==> config.mk <==
export PLATFORM = sky130hd
export DESIGN_NAME = uart_tx_arbiter
export DESIGN_NICKNAME = d
export VERILOG_FILES = /design/src/rtl/uart_tx_arbiter.sv
export SDC_FILE = /design/constraint.sdc
export NUM_CORES = 1
export LEC_CHECK = 0
export ABC_AREA = 1
export BUFFER_PORTS_ARGS = -buffer_cell sky130_fd_sc_hd__buf_2
export CAP_MARGIN = 20
export CORE_MARGIN = 2
export CORE_UTILIZATION = 58
export DETAILED_ROUTE_END_ITERATION = 10
export HOLD_SLACK_MARGIN = 0.06
export PLACE_DENSITY = 0.85
export SYNTH_ARGS = -nofsm -noshare
export SYNTH_HDL_FRONTEND = slang
export SYNTH_SLANG_ARGS = --single-unit
==> constraint.sdc <==
create_clock -name clk -period 2.4 [get_ports clk]
set_input_delay 0.12 -clock clk [delete_from_list [all_inputs] [get_ports clk]]
set_output_delay 0.12 -clock clk [all_outputs]
set_load 0.005 [all_outputs]
==> src/rtl/uart_tx_arbiter.sv <==
// Two-requester arbiter for a shared UART transmitter. A granted requester keeps
// the transmitter locked across its burst until it marks a last byte or idles too long.
module uart_tx_arbiter #(
  parameter int unsigned TIMEOUT = 1024
) (
  input  logic       clk,
  input  logic       rst,
  input  logic       cpu_valid,
  input  logic [7:0] cpu_data,
  input  logic       cpu_last,
  output logic       cpu_ready,
  input  logic       dbg_valid,
  input  logic [7:0] dbg_data,
  input  logic       dbg_last,
  output logic       dbg_ready,
  output logic       tx_wr,
  output logic [7:0] tx_data,
  input  logic       tx_busy,
  output logic [1:0] grant,
  output logic       timeout_evt
);

  localparam logic [2:0] S_IDLE      = 3'd0;
  localparam logic [2:0] S_SEND      = 3'd1;
  localparam logic [2:0] S_WAIT_ACK  = 3'd2;
  localparam logic [2:0] S_WAIT_DONE = 3'd3;
  localparam logic [2:0] S_HOLD      = 3'd4;

  localparam logic [15:0] CNT_LIMIT = 16'(TIMEOUT - 1);

  logic [2:0]  state_q, state_d;
  logic [1:0]  grant_q, grant_d;
  logic        rr_q, rr_d;
  logic [15:0] cnt_q, cnt_d;
  logic        last_q, last_d;
  logic        tevt_q, tevt_d;

  logic        own_dbg;
  logic        own_valid;
  logic        own_last;
  logic [7:0]  own_data;
  logic        pick_dbg;

  assign own_dbg   = grant_q[1];
  assign own_valid = own_dbg ? dbg_valid : cpu_valid;
  assign own_last  = own_dbg ? dbg_last  : cpu_last;
  assign own_data  = own_dbg ? dbg_data  : cpu_data;

  always_comb begin
    state_d  = state_q;
    grant_d  = grant_q;
    rr_d     = rr_q;
    cnt_d    = cnt_q;
    last_d   = last_q;
    tevt_d   = 1'b0;
    pick_dbg = 1'b0;
    case (state_q)
      S_IDLE: begin
        // rr_q = 1 names DBG; it only matters when both are requesting
        pick_dbg = (cpu_valid && dbg_valid) ? rr_q : dbg_valid;
        if (!tx_busy && (cpu_valid || dbg_valid)) begin
          grant_d = pick_dbg ? 2'b10 : 2'b01;
          state_d = S_SEND;
        end
      end
      S_SEND: begin
        last_d  = own_last;
        state_d = S_WAIT_ACK;
      end
      S_WAIT_ACK: begin
        if (tx_busy) state_d = S_WAIT_DONE;
      end
      S_WAIT_DONE: begin
        if (!tx_busy) begin
          if (last_q) begin
            grant_d = 2'b00;
            rr_d    = ~own_dbg;
            state_d = S_IDLE;
          end else begin
            cnt_d   = 16'd0;
            state_d = S_HOLD;
          end
        end
      end
      S_HOLD: begin
        // A byte arriving on the limit cycle still goes out; no revoke
        if (own_valid) begin
          state_d = S_SEND;
        end else if (cnt_q == CNT_LIMIT) begin
          grant_d = 2'b00;
          rr_d    = ~own_dbg;
          tevt_d  = 1'b1;
          state_d = S_IDLE;
        end else begin
          cnt_d = cnt_q + 16'd1;
        end
      end
      default: begin
        grant_d = 2'b00;
        state_d = S_IDLE;
      end
    endcase
  end

  always_ff @(posedge clk or negedge rst) begin
    if (!rst) begin
      state_q <= S_IDLE;
      grant_q <= 2'b00;
      rr_q    <= 1'b0;
      cnt_q   <= 16'd0;
      last_q  <= 1'b0;
      tevt_q  <= 1'b0;
    end else begin
      state_q <= state_d;
      grant_q <= grant_d;
      rr_q    <= rr_d;
      cnt_q   <= cnt_d;
      last_q  <= last_d;
      tevt_q  <= tevt_d;
    end
  end

  // Strobes decode straight from state so reset silences them at once
  assign tx_wr       = (state_q == S_SEND);
  assign tx_data     = tx_wr ? own_data : 8'h00;
  assign cpu_ready   = tx_wr & grant_q[0];
  assign dbg_ready   = tx_wr & grant_q[1];
  assign grant       = grant_q;
  assign timeout_evt = tevt_q;

endmodule

Word-level counts from Yosys, hierarchy flattened:

Index checks and enable logic that the tools add are counted.

* register bits: 24

* add/subtract/negate cells: 1
* equality and inequality tests: 14
* mux-type cells: 32
* bitwise gates (word level): 4
* reduce and logical (&&, ||, !) cells: 11

Operator list (number)
* 16-bit 2-to-1 mux: 4
* 16-bit one-hot mux with 2 select lines: 1
* 3-bit 2-to-1 mux: 6
* 16-bit by 1-bit adder with 16-bit output (second input constant): 1
* 16-bit by 10-bit == test with 1-bit output (second input constant): 1
* 8-bit 2-to-1 mux: 2
* 2-bit != test (second input constant): 8
* 3-bit one-hot mux with 5 select lines: 1
* 2-bit 2-to-1 mux: 6
* 1-bit 2-to-1 mux: 10
* 5-bit AND reduction: 2
* 2-bit one-hot mux with 4 select lines: 1
* 3-bit by 2-bit == test with 1-bit output (second input constant): 2
* 6-bit AND reduction: 1
* 4-bit AND reduction: 1
* 3-bit by 1-bit == test with 1-bit output (second input constant): 1
* 3-bit == test (second input constant): 1
* 3-bit zero test: 1
* 3-bit != test (second input constant): 1
* 1-bit bitwise AND: 2
* 1-bit logical AND: 2
* 1-bit inverter: 2
* 1-bit one-hot mux with 2 select lines: 1
* 2-bit nonzero test: 1
* 3 further kinds: 3

Longest topological paths before layout:

Gate-level depths: netlist (run 1).

* word-level depth: 5
* mapped depth: 10
* mapped depth without buffers: 9

Least setup slack after synthesis (run 1):

Ideal clock, no wire load.

* path kind: reg2reg
* start point: reg cnt_q[0]
* end point: reg cnt_q[8]
* library setup time: 0.074 ns
* arrival: 1.290 ns
* required time: 2.326 ns
* path slack: 1.036 ns
* cell stages (with the launch flop): 9
* buffers on the path: 1
* period minus slack after synthesis: 1.364 ns
* cells stage by stage: dfrtp_1 ha_1 nand3_2 nor2_4 nand3_2 nand2_4 buf_6 nand2_1 o21ai_2

* longest elaborated chain between the ends: 4
* elaborated cells on any way between the ends: 7
* classes of those cells: 1 x add/sub; 2 x eq/ne; 3 x mux; 1 x reduce/logical

RTL lines
* start: declaration: line 34 `logic [15:0] cnt_q, cnt_d;`
* start signal: assignment: line 117 `cnt_q <= cnt_d;`
* 16-bit by 1-bit adder with 16-bit output: line 95 `cnt_d = cnt_q + 16'd1;`
* 16-bit 2-to-1 mux: line 89 `end else if (cnt_q == CNT_LIMIT) begin`
* 16-bit 2-to-1 mux: line 87 `if (own_valid) begin`
* 16-bit one-hot mux with 2 select lines: line 57 `case (state_q)`

Several ways; a longest one is shown, not always the timed one. The select of a mux whose other input is x is not followed.
A chain may end at the register's enable or synchronous reset.

Worst setup path after layout (run 1):

* start point: reg state_q[2]
* end point: out tx_data[1]

* longest elaborated chain between the ends: 2

RTL lines
* start: declaration: line 31 `logic [2:0] state_q, state_d;`
* start signal: assignment: line 114 `state_q <= state_d;`
* 3-bit by 1-bit == test with 1-bit output: line 124 `assign tx_wr = (state_q == S_SEND);`
* 8-bit 2-to-1 mux: line 125 `assign tx_data = tx_wr ? own_data : 8'h00;`
* end: declaration: line 17 `output logic [7:0] tx_data,`

No other way between the ends.

==> flow_results.org, run 1 <==
** Run status
- Result of the run :: complete, no violations

** Cells and area
- Multi-input gate area :: 891 um^2
- Relative to the synthesized area, the layout overhead comes to 14.2%.
- Number of filler cells placed in the layout :: 233
- The finished layout holds 300 standard cells, fillers aside.
- Fin nets :: 294
- Ant diodes :: 0
- The post-route netlist has 23.0% of its cells at a drive strength greater than 1.
- Post-Route Utilization :: 68.6%
- Storage element area :: 601 um^2

** Setup path
- Cells on worst reg2reg path :: 8
- STA classifies the critical path startpoint as a flop.
- Source of the worst register-to-register timing path :: cnt_q[0]$_DFFE_PN0P_
- Start point of the critical path :: state_q[2]$_DFFE_PN0P_
- WP depth :: 4
- STA classifies the critical path endpoint as an output pin.
- CP Data Required Time :: 2.28 ns
- Kind of cell adding the most delay to the critical path :: flip-flops
- In this run the critical register-to-register path is captured at cnt_q[15]$_DFFE_PN0P_.
- Data arrival time of the critical path :: 1.63 ns
- Slowest CP cell :: sky130_fd_sc_hd__dfrtp_1
- In this design, the stage delay of the slowest critical-path cell is 0.42 ns.
- Largest fanout of any net on the critical path :: 14
- The worst register-to-register path has a setup slack of 0.75 ns.
- Combined buffer and inverter count along the critical path :: 2
- The critical path goes through inv_1, nand3_1, a21oi_1, buf_2.
- The critical path is of the flop to output pin type.
- The most critical setup path has its endpoint at tx_data[1].

** GRT
- After global routing the overflow that remains totals 0.
- Entering global routing, the biggest net connects 25 pins.
- First-pass GRT wire length :: 5.93 mm
- The initial antenna violation count came to 0.
- Number of global-route vias before repair :: 1406
- Overall Global Routing Usage :: 22.4%

** Worst hold path
- The worst hold path belongs to the class input port to flop.

** Power and ir drop
- Internal Pwr Total :: 0.762 mW
- Leakage power of the design :: 0.983 nW
- Power per cell area :: 707 nW/um^2
- IR analysis of the VDD net gives a maximum drop of 0.000725 V.
- The share of total power dissipated in the clock network is 16.3%.
- Switching share of power :: 42.0%
- The share of total power dissipated in combinational logic is 43.0%.
- Sequential cells account for 40.7% of the total power.
- Overall power of the completed layout :: 1.31 mW
- Net switching component of the power :: 0.552 mW

** Detailed routing
- The detailed router placed 1527 vias in this run.
- In this run the remaining antenna-violating nets after routing total 0.
- DRC Markers :: 0
- Via-to-Cell Ratio :: 5.09
- Detailed-router iteration count before antenna repair :: 4
- For this block, the initial DRC count from the detailed router was 78.
- Final WL :: 3.34 mm
- WL per Instance :: 11.1 um

** Yosys
- Register bit count reported by yosys :: 24
- After technology mapping, the gate count stands at 233.
- The Yosys step of the flow raised 0 warnings.
- Syn Std Cell Area :: 1630 um^2
- After synthesis, the mean cell area works out to 6.98 um^2.
- Total nets after synthesis :: 257
- Yosys mapped the design onto 25 distinct sky130hd cell types.
- Share of synthesized area occupied by flip-flops and latches :: 36.9%

** STA
- Count of endpoints failing setup in the final report :: 0
- The worst path needs 1.75 ns of the cycle, external delays included.
- After routing, the total negative slack on setup checks comes to 0 ns.
- Max-slew violations :: 0
- Maximum clock rate :: 0.572 GHz
- Fin Clk Skew :: 0.00628 ns
- Hold is met by 0.101 ns.
- Period Utilization, post-route :: 72.8%
- Fin. Hold Viols :: 0
- RSZ-0062 raised after global routing :: false
- At the pin with the least slew margin, the transition time is 0.547 ns.
- Measured against its own limit, the worst slew margin works out to 63.5%.

** Clocking
- The longest clock path from root to sink contains 2 buffers.
- After clock tree synthesis, the clock-pin slew on the worst setup and hold paths is 0.13 ns.
- CTS built an H-tree with a depth of 1.
- The later pin in the worst-skew pair is clocked with a latency of 0.31 ns.
- Number of sinks driven by the clock tree :: 24
- The number of setup buffers added after CTS is 0.
- CTS tree :: built
- Clock buffer count from CTS :: 3
- The tree is rooted in a sky130_fd_sc_hd__clkbuf_4.

** Floorplan
- The die covers 3240 um^2.
- Measured along the x axis, the die boundary spans 57.0 um.
- Effective utilization at floorplan :: 60.0%
- The floorplan has 19 rows.
- Area of the core :: 2710 um^2
- The die is 57.0 um tall.
- During I/O placement, the number of pins put on the boundary was 37.

** Place
- Final RePlAce weighted congestion :: 0.908
- Number of instances in the placed design :: 295
- HPWL after detailed placement :: 2.50 mm
- Port bufs :: 36

** Job
- Number of max-cap violations :: 0
[timing repair]
item | in CTS | in global routing
resized for setup | 0 | 0
hold buffers | 1 | 0
endpoints found under the hold margin | 24 | 0
endpoints found under the setup margin | 0 | 0
[final cells by class]
class,count,share of cell area (%)
multi-input combinational,177,47.9
sequential,24,32.3
inverter,27,5.45
tap,31,2.09
timing repair buffer,37,10.2
clock buffer,4,1.95
[layer usage]
metal | global-route usage [%] | wire length [um]
met1 | 30.4 | 1510
met5 | 0 | 0
met3 | 2.27 | 158
met2 | 38.6 | 1630
met4 | 5.98 | 37
[state kept, by name, summed over array words and instances (netlist names)]
register	count
grant	2
last_q	1
cnt_q	16
timeout_evt	1
rr_q	1
state_q	3
[through the flow]
step | worst slack (ns) | cell area, um^2
after floorplan | 1.04 | 1630
after global placement | 0.784 | 1810
after detailed placement | 0.743 | 1810
after CTS | 0.648 | 1860
after global routing | 0.480 | 1860
final | 0.653 | 1860
[logic make-up (layout without fill, tap and decap cells)]
logic type | count (synthesis) | after routing | share of synthesized area [%]
fa+ha+maj | 1 | 1 | 0.769
compound gates | 27 | 27 | 10.0
buf+inv | 32 | 68 | 8.31
flops | 24 | 24 | 36.9
xor+xnor | 10 | 10 | 5.38
simple gates | 139 | 139 | 38.6
[power groups by stage]
stage | Sequential [mW] | Combinational [mW] | Clock, mW
finish | 0.535 | 0.565 | 0.214
global route | 0.548 | 0.659 | 0.235
CTS | 0.535 | 0.568 | 0.221
detailed placement | 0.544 | 0.564 | 0
global placement | 0.540 | 0.552 | 0
floorplan | 0.525 | 0.430 | 0
[synthesized netlist by cell type, drive strengths merged]
| cell type | number | share of area (%) |
|---|---|---|
| nand3 | 20 | 7.1 |
| nand2 | 79 | 20 |
| nor2 | 32 | 8.8 |
| dfrtp | 24 | 37 |
| xnor2 | 3 | 1.6 |
| a21oi | 9 | 2.8 |
| ha | 1 | 0.77 |
| xor2 | 7 | 3.8 |
| inv | 26 | 6.0 |
| o21bai | 1 | 0.46 |
| buf | 2 | 1.4 |
| o31ai | 1 | 0.46 |
| clkinv | 1 | 0.23 |
| nor3 | 1 | 0.31 |
| o21ai | 16 | 6.3 |
| clkbuf | 3 | 0.69 |
| nand4 | 6 | 2.3 |
| and2 | 1 | 0.38 |
[worst min path at each step]
stage                              to  slack (ns)  cells past startpoint      from
2_1_floorplan    cnt_q[0]$_DFFE_PN0P_       -0.18                      0       rst
3_3_place_gp   state_q[2]$_DFFE_PN0P_        0.13                      1       rst
3_5_place_dp   state_q[2]$_DFFE_PN0P_        0.14                      1       rst
4_1_cts            last_q$_DFFE_PN0P_        0.09                      3  cpu_last
5_1_grt            last_q$_DFFE_PN0P_        0.11                      3  cpu_last
6_report           last_q$_DFFE_PN0P_        0.10                      3  cpu_last
[worst register-to-register path, cell delays in order, from the launching register on]
cell and delay (ns):
sky130_fd_sc_hd__dfrtp_1 0.43, sky130_fd_sc_hd__ha_1 0.25, sky130_fd_sc_hd__nand3_2 0.14, sky130_fd_sc_hd__nor2_4 0.06, sky130_fd_sc_hd__nand2_2 0.06, sky130_fd_sc_hd__nand3_2 0.31
sky130_fd_sc_hd__inv_1 0.21, sky130_fd_sc_hd__nand3_1 0.08, sky130_fd_sc_hd__nand2_1 0.06
[cell usage in the layout, fill, tap and decap left out, types with 6 or more instances in the layout]
| cell type | netlist | final |
|---|---|---|
| sky130_fd_sc_hd__nand2_2 | 7 | 7 |
| sky130_fd_sc_hd__o21ai_0 | 9 | 9 |
| sky130_fd_sc_hd__nand4_1 | 6 | 6 |
| sky130_fd_sc_hd__inv_1 | 24 | 24 |
| sky130_fd_sc_hd__o21ai_2 | 6 | 6 |
| sky130_fd_sc_hd__buf_2 | 0 | 36 |
| sky130_fd_sc_hd__nand3_1 | 17 | 17 |
| sky130_fd_sc_hd__nand2_1 | 71 | 71 |
| sky130_fd_sc_hd__dfrtp_1 | 24 | 24 |
| sky130_fd_sc_hd__nor2_1 | 29 | 29 |
| sky130_fd_sc_hd__xor2_1 | 7 | 7 |
| sky130_fd_sc_hd__a21oi_1 | 9 | 9 |
Power figures use the tool's default switching activity.
==> run 2, diff against run 1 <==
ABC_AREA = 0   (was 1)
CORE_UTILIZATION = 48   (was 58)
PLACE_DENSITY = 0.76   (was 0.85)
clock period = 1.5 ns   (was 2.4 ns; I/O delays follow)
==> flow_results.org, run 2 <==
** Yosys
- Share of Yosys cell area claimed by the top area cell type :: 39.3% (+2.4 points)
- The cell area after synthesis was 1530 um^2 (-6.2%).
- Number of distinct library cells after synthesis :: 41 (+64%)
- Library cell occupying the most area in the post-synthesis netlist :: sky130_fd_sc_hd__dfrtp_1
- Number of instances in the synthesized netlist :: 176 (-24%)
- Average cell area after synthesis :: 8.67 um^2 (+24%)
- Largest cells by area after synthesis :: sky130_fd_sc_hd__dfrtp_1 39%, sky130_fd_sc_hd__mux2i_1 7.2%, sky130_fd_sc_hd__nor2_1 5.2%
- The number of synthesized flops with an enable pin came to 0 (unchanged).
- Register bit count reported by yosys :: 24 (unchanged)
- Top cell types by occurrence after synthesis :: 24 x sky130_fd_sc_hd__dfrtp_1, 21 x sky130_fd_sc_hd__nor2_1, 18 x sky130_fd_sc_hd__nand2_1
- The net count after synthesis was 200 (-22%).
- Share of synthesized area occupied by flip-flops and latches :: 39.3% (+2.4 points)
- The number of warnings reported in the yosys synthesis log came to 0 (unchanged).
- The share of synthesized flip-flops with an asynchronous set or reset came to 100% (unchanged).
- Among all flip-flop cells after synthesis, the most frequent one is sky130_fd_sc_hd__dfrtp_1.
- Library cell with the highest instance count after synthesis :: sky130_fd_sc_hd__dfrtp_1

** Power and ir drop
- Internal Pwr Total :: 1.44 mW (+89%)
- Net switching component of the power :: 0.887 mW (+61%)
- The share of power burned in the clock network is 13.0% (-3.3 points).
- IR Drop Worst-Case VDD :: 0.000845 V (+17%)
- Combinational share of power :: 49.6% (+6.6 points)
- The ratio of total power to cell area came to 999 nW/um^2 (+41%).
- Switching share of power :: 38.1% (-3.9 points)
- The part of the total power dissipated in sequential elements was 37.5% (-3.2 points).
- Leakage power of the design :: 1.07 nW (+9.2%)

** GRT
- First-pass GRT wire length :: 7.22 mm (+22%)
- Maximum number of pins on one net before global-route repair :: 25 (unchanged)
- The via count of the first global-routing pass came to 1746 (+24%).
- The total global routing overflow is 0 (unchanged).
- Overall Global Routing Usage :: 26.6% (+4.2 points)
- Number of antenna violations at the first check in global routing :: 0 (unchanged)

** Detailed routing
- The routed wirelength normalized by instance count was 14.9 um (+34%).
- Number of DRC markers after the initial detailed-route iteration :: 88 (+13%)
- Routed Antenna Nets :: 0 (unchanged)
- The number of optimization iterations in the first detailed-route pass was 4 (unchanged).
- Final WL :: 4.52 mm (+35%)
- The post-detailed-route via-to-cell ratio was 5.48 (+7.7%).
- The DRC violation count after routing was 0 (unchanged).
- The total number of vias was 1661 (+8.8%).

** Clocking
- Number of levels in the clock H-tree :: 1 (unchanged)
- The clock sink total is 24 (unchanged).
- Clock buffer count from CTS :: 3 (unchanged)
- Clock slew at the register clock pins of the worst setup and hold paths :: 0.13 ns (about the same)
- The clock latency on the worst-skew pair came to 0.33 ns (+0.02 ns).
- TritonCTS built the clock tree.
- The tree is rooted in a sky130_fd_sc_hd__clkbuf_4.
- Maximum clock path buffer count :: 2 (unchanged)

** Place
- The routability congestion estimate from global placement came to 0.925 (+1.8%).
- The number of I/O port buffers was 36 (unchanged).
- The post-DP HPWL came to 3.27 mm (+31%).

** Floorplan
- Die span in x :: 60.4 um (+6.0%)
- The y dimension of the die is 60.4 um (+6.0%).
- Full die area :: 3650 um^2 (+12%)
- Effective utilization at floorplan :: 50.4% (-9.6 points)
- The number of placement rows is 20 (+1).
- The placeable core region was 3030 um^2 (+12%).
- Number of placed I/O pins :: 37 (unchanged)

** STA
- The final critical path takes up 115% of the cycle.
- Transition at the pin with the smallest max-transition slack :: 0.547 ns (+0.000645 ns)
- Setup repair after global routing could not meet its margin everywhere.
- The worst path in the final design needs a cycle of 1.72 ns, including I/O delays and setup.
- Fin Clk Skew :: 0.00385 ns (-0.00244 ns)
- Final setup TNS :: -4.09 ns (-4.09 ns)
- Static timing analysis puts the maximum clock frequency at 0.580 GHz.
- Headroom to the max-slew limit :: 63.5% (about the same)
- The final hold slack came to 0.160 ns (+0.0592 ns).
- Fin. Hold Viols :: 0 (unchanged)
- The total count of max-transition violations in the final report came to 0 (unchanged).
- The final setup violation count is 31 (+31).
- The worst path setup slack after routing was -0.225 ns (-0.877 ns).

** Job
- The number of max-capacitance violations reported came to 0 (unchanged).

** Cells and area
- The area growth from synthesis to layout is 52.5%.
- Leaving out fill and tap cells, the most frequent cell in the layout is sky130_fd_sc_hd__buf_4.
- Ant diodes :: 0 (unchanged)
- The library cells used most frequently in the layout, excluding fill and tap cells, are 39 x sky130_fd_sc_hd__buf_4, 36 x sky130_fd_sc_hd__buf_2, 24 x sky130_fd_sc_hd__dfrtp_1.
- Layout cell share with drive strength beyond 1 :: 45.6% (+23 points)
- Largest register by flop count :: cnt_q
- The filler cell count in the final layout was 200 (-14%).
- Fin nets :: 285 (-3.1%)
- The number of flip-flops under the largest register name is 16 (unchanged).

** Setup path
- STA classifies the critical path startpoint as a flop.
- Data arrival time of the critical path :: 1.65 ns (+0.02 ns)
- CP Data Required Time :: 1.42 ns (-0.86 ns)
- The worst setup path is captured at an output pin.
- Start-to-end type of the worst setup path :: flop to output pin
- Largest fanout of any net on the critical path :: 6 (-8)

** Run status
- The checks that failed: setup timing.
- Result of the run :: finished with violations

** Worst hold path
- Class of the most critical hold timing path :: input port to flop
## run 2: changes by cell type after synthesis, sizes merged, moves of 4 or more
cell,before,now
a31oi,0,8
nor2,32,22
mux2i,0,11
nand3,20,9
nand2,79,18
inv,26,6
and2,1,5
xor2,7,2
## run 2: area by class of cell
type | instances | area (um^2) | area share, %
multi-input combinational | 137 | 993 | 42.7
timing repair buffer | 89 | 633 | 27.2
inverter | 6 | 22.5 | 0.968
clock buffer | 3 | 22.5 | 0.968
sequential | 24 | 601 | 25.8
tap | 44 | 55.1 | 2.37
## run 2: what timing repair did
| action | in CTS | in global routing |
|---|---|---|
| setup endpoints to repair | 31 | 31 |
| resized for setup | 22 | 12 |
| hold buffers | 5 | 0 |
| gates cloned | 1 | 0 |
| pin swaps | 12 | 5 |
| buffers inserted | 1 | 5 |
| hold endpoints to repair | 27 | 0 |
## run 2: path summary, 6_finish.rpt
check                      cells past startpoint  slack [ns]              startpoint                     end
setup reg to reg                               6       -0.16  state_q[0]$_DFFE_PN0P_    cnt_q[2]$_DFFE_PN0P_
min in group asynchronous                      2        0.24                     rst    cnt_q[9]$_DFFE_PN0P_
setup / recovery                               5       -0.22  state_q[1]$_DFFE_PN0P_              tx_data[6]
max in group asynchronous                      2        0.90                     rst      last_q$_DFFE_PN0P_
hold / removal                                 3        0.16               cpu_valid  state_q[0]$_DFFE_PN0P_
hold reg to reg                                1        0.51    cnt_q[7]$_DFFE_PN0P_    cnt_q[7]$_DFFE_PN0P_
## run 2: power by group through the flow
stage / registers, mW / logic [mW] / clock network, mW
finish: 0.871 / 1.15 / 0.302
global route: 0.883 / 1.25 / 0.327
CTS: 0.863 / 1.04 / 0.303
detailed placement: 0.870 / 0.901 / 0
global placement: 0.860 / 0.866 / 0
floorplan: 0.869 / 0.515 / 0
## run 2: metrics by stage
step	cell area, um^2	total power, mW	setup slack (ns)	utilization, %	cells
2_1_floorplan	1590	1.38	-0.0744	-	176
3_3_place_gp	2090	1.73	-0.0573	69.0	289
3_5_place_dp	2090	1.77	-0.102	69.0	289
4_1_cts	2260	2.21	-0.216	74.6	299
5_1_grt	2330	2.46	-0.264	76.9	303
6_report	2330	2.33	-0.225	76.9	303
## run 2: logic make-up (layout without fill, tap and decap cells)
logic type	count (synthesis)	count (layout)	synth area share [%]
simple gates	77	77	27.5
compound gates	45	45	18.5
flops	24	24	39.3
buf+inv	15	98	4.75
mux	12	12	7.95
xor+xnor	2	2	1.15
fa+ha+maj	1	1	0.820
## run 2: critical path: stages (launching register included)
cell                      delay (ns)
sky130_fd_sc_hd__dfrtp_1        0.42
sky130_fd_sc_hd__buf_6          0.14
sky130_fd_sc_hd__or3b_4         0.40
sky130_fd_sc_hd__buf_6          0.16
sky130_fd_sc_hd__nor2_2         0.08
sky130_fd_sc_hd__buf_2          0.12
## run 2: per-layer routing
layer  global-route usage [%]  up-vias  share of wire, %
met1                     28.9      784                40
met2                     50.2       66                53
met4                     13.0        0               2.3
met3                     3.62       11               4.2
li1                         -      800                 -
met5                        0        -                 0
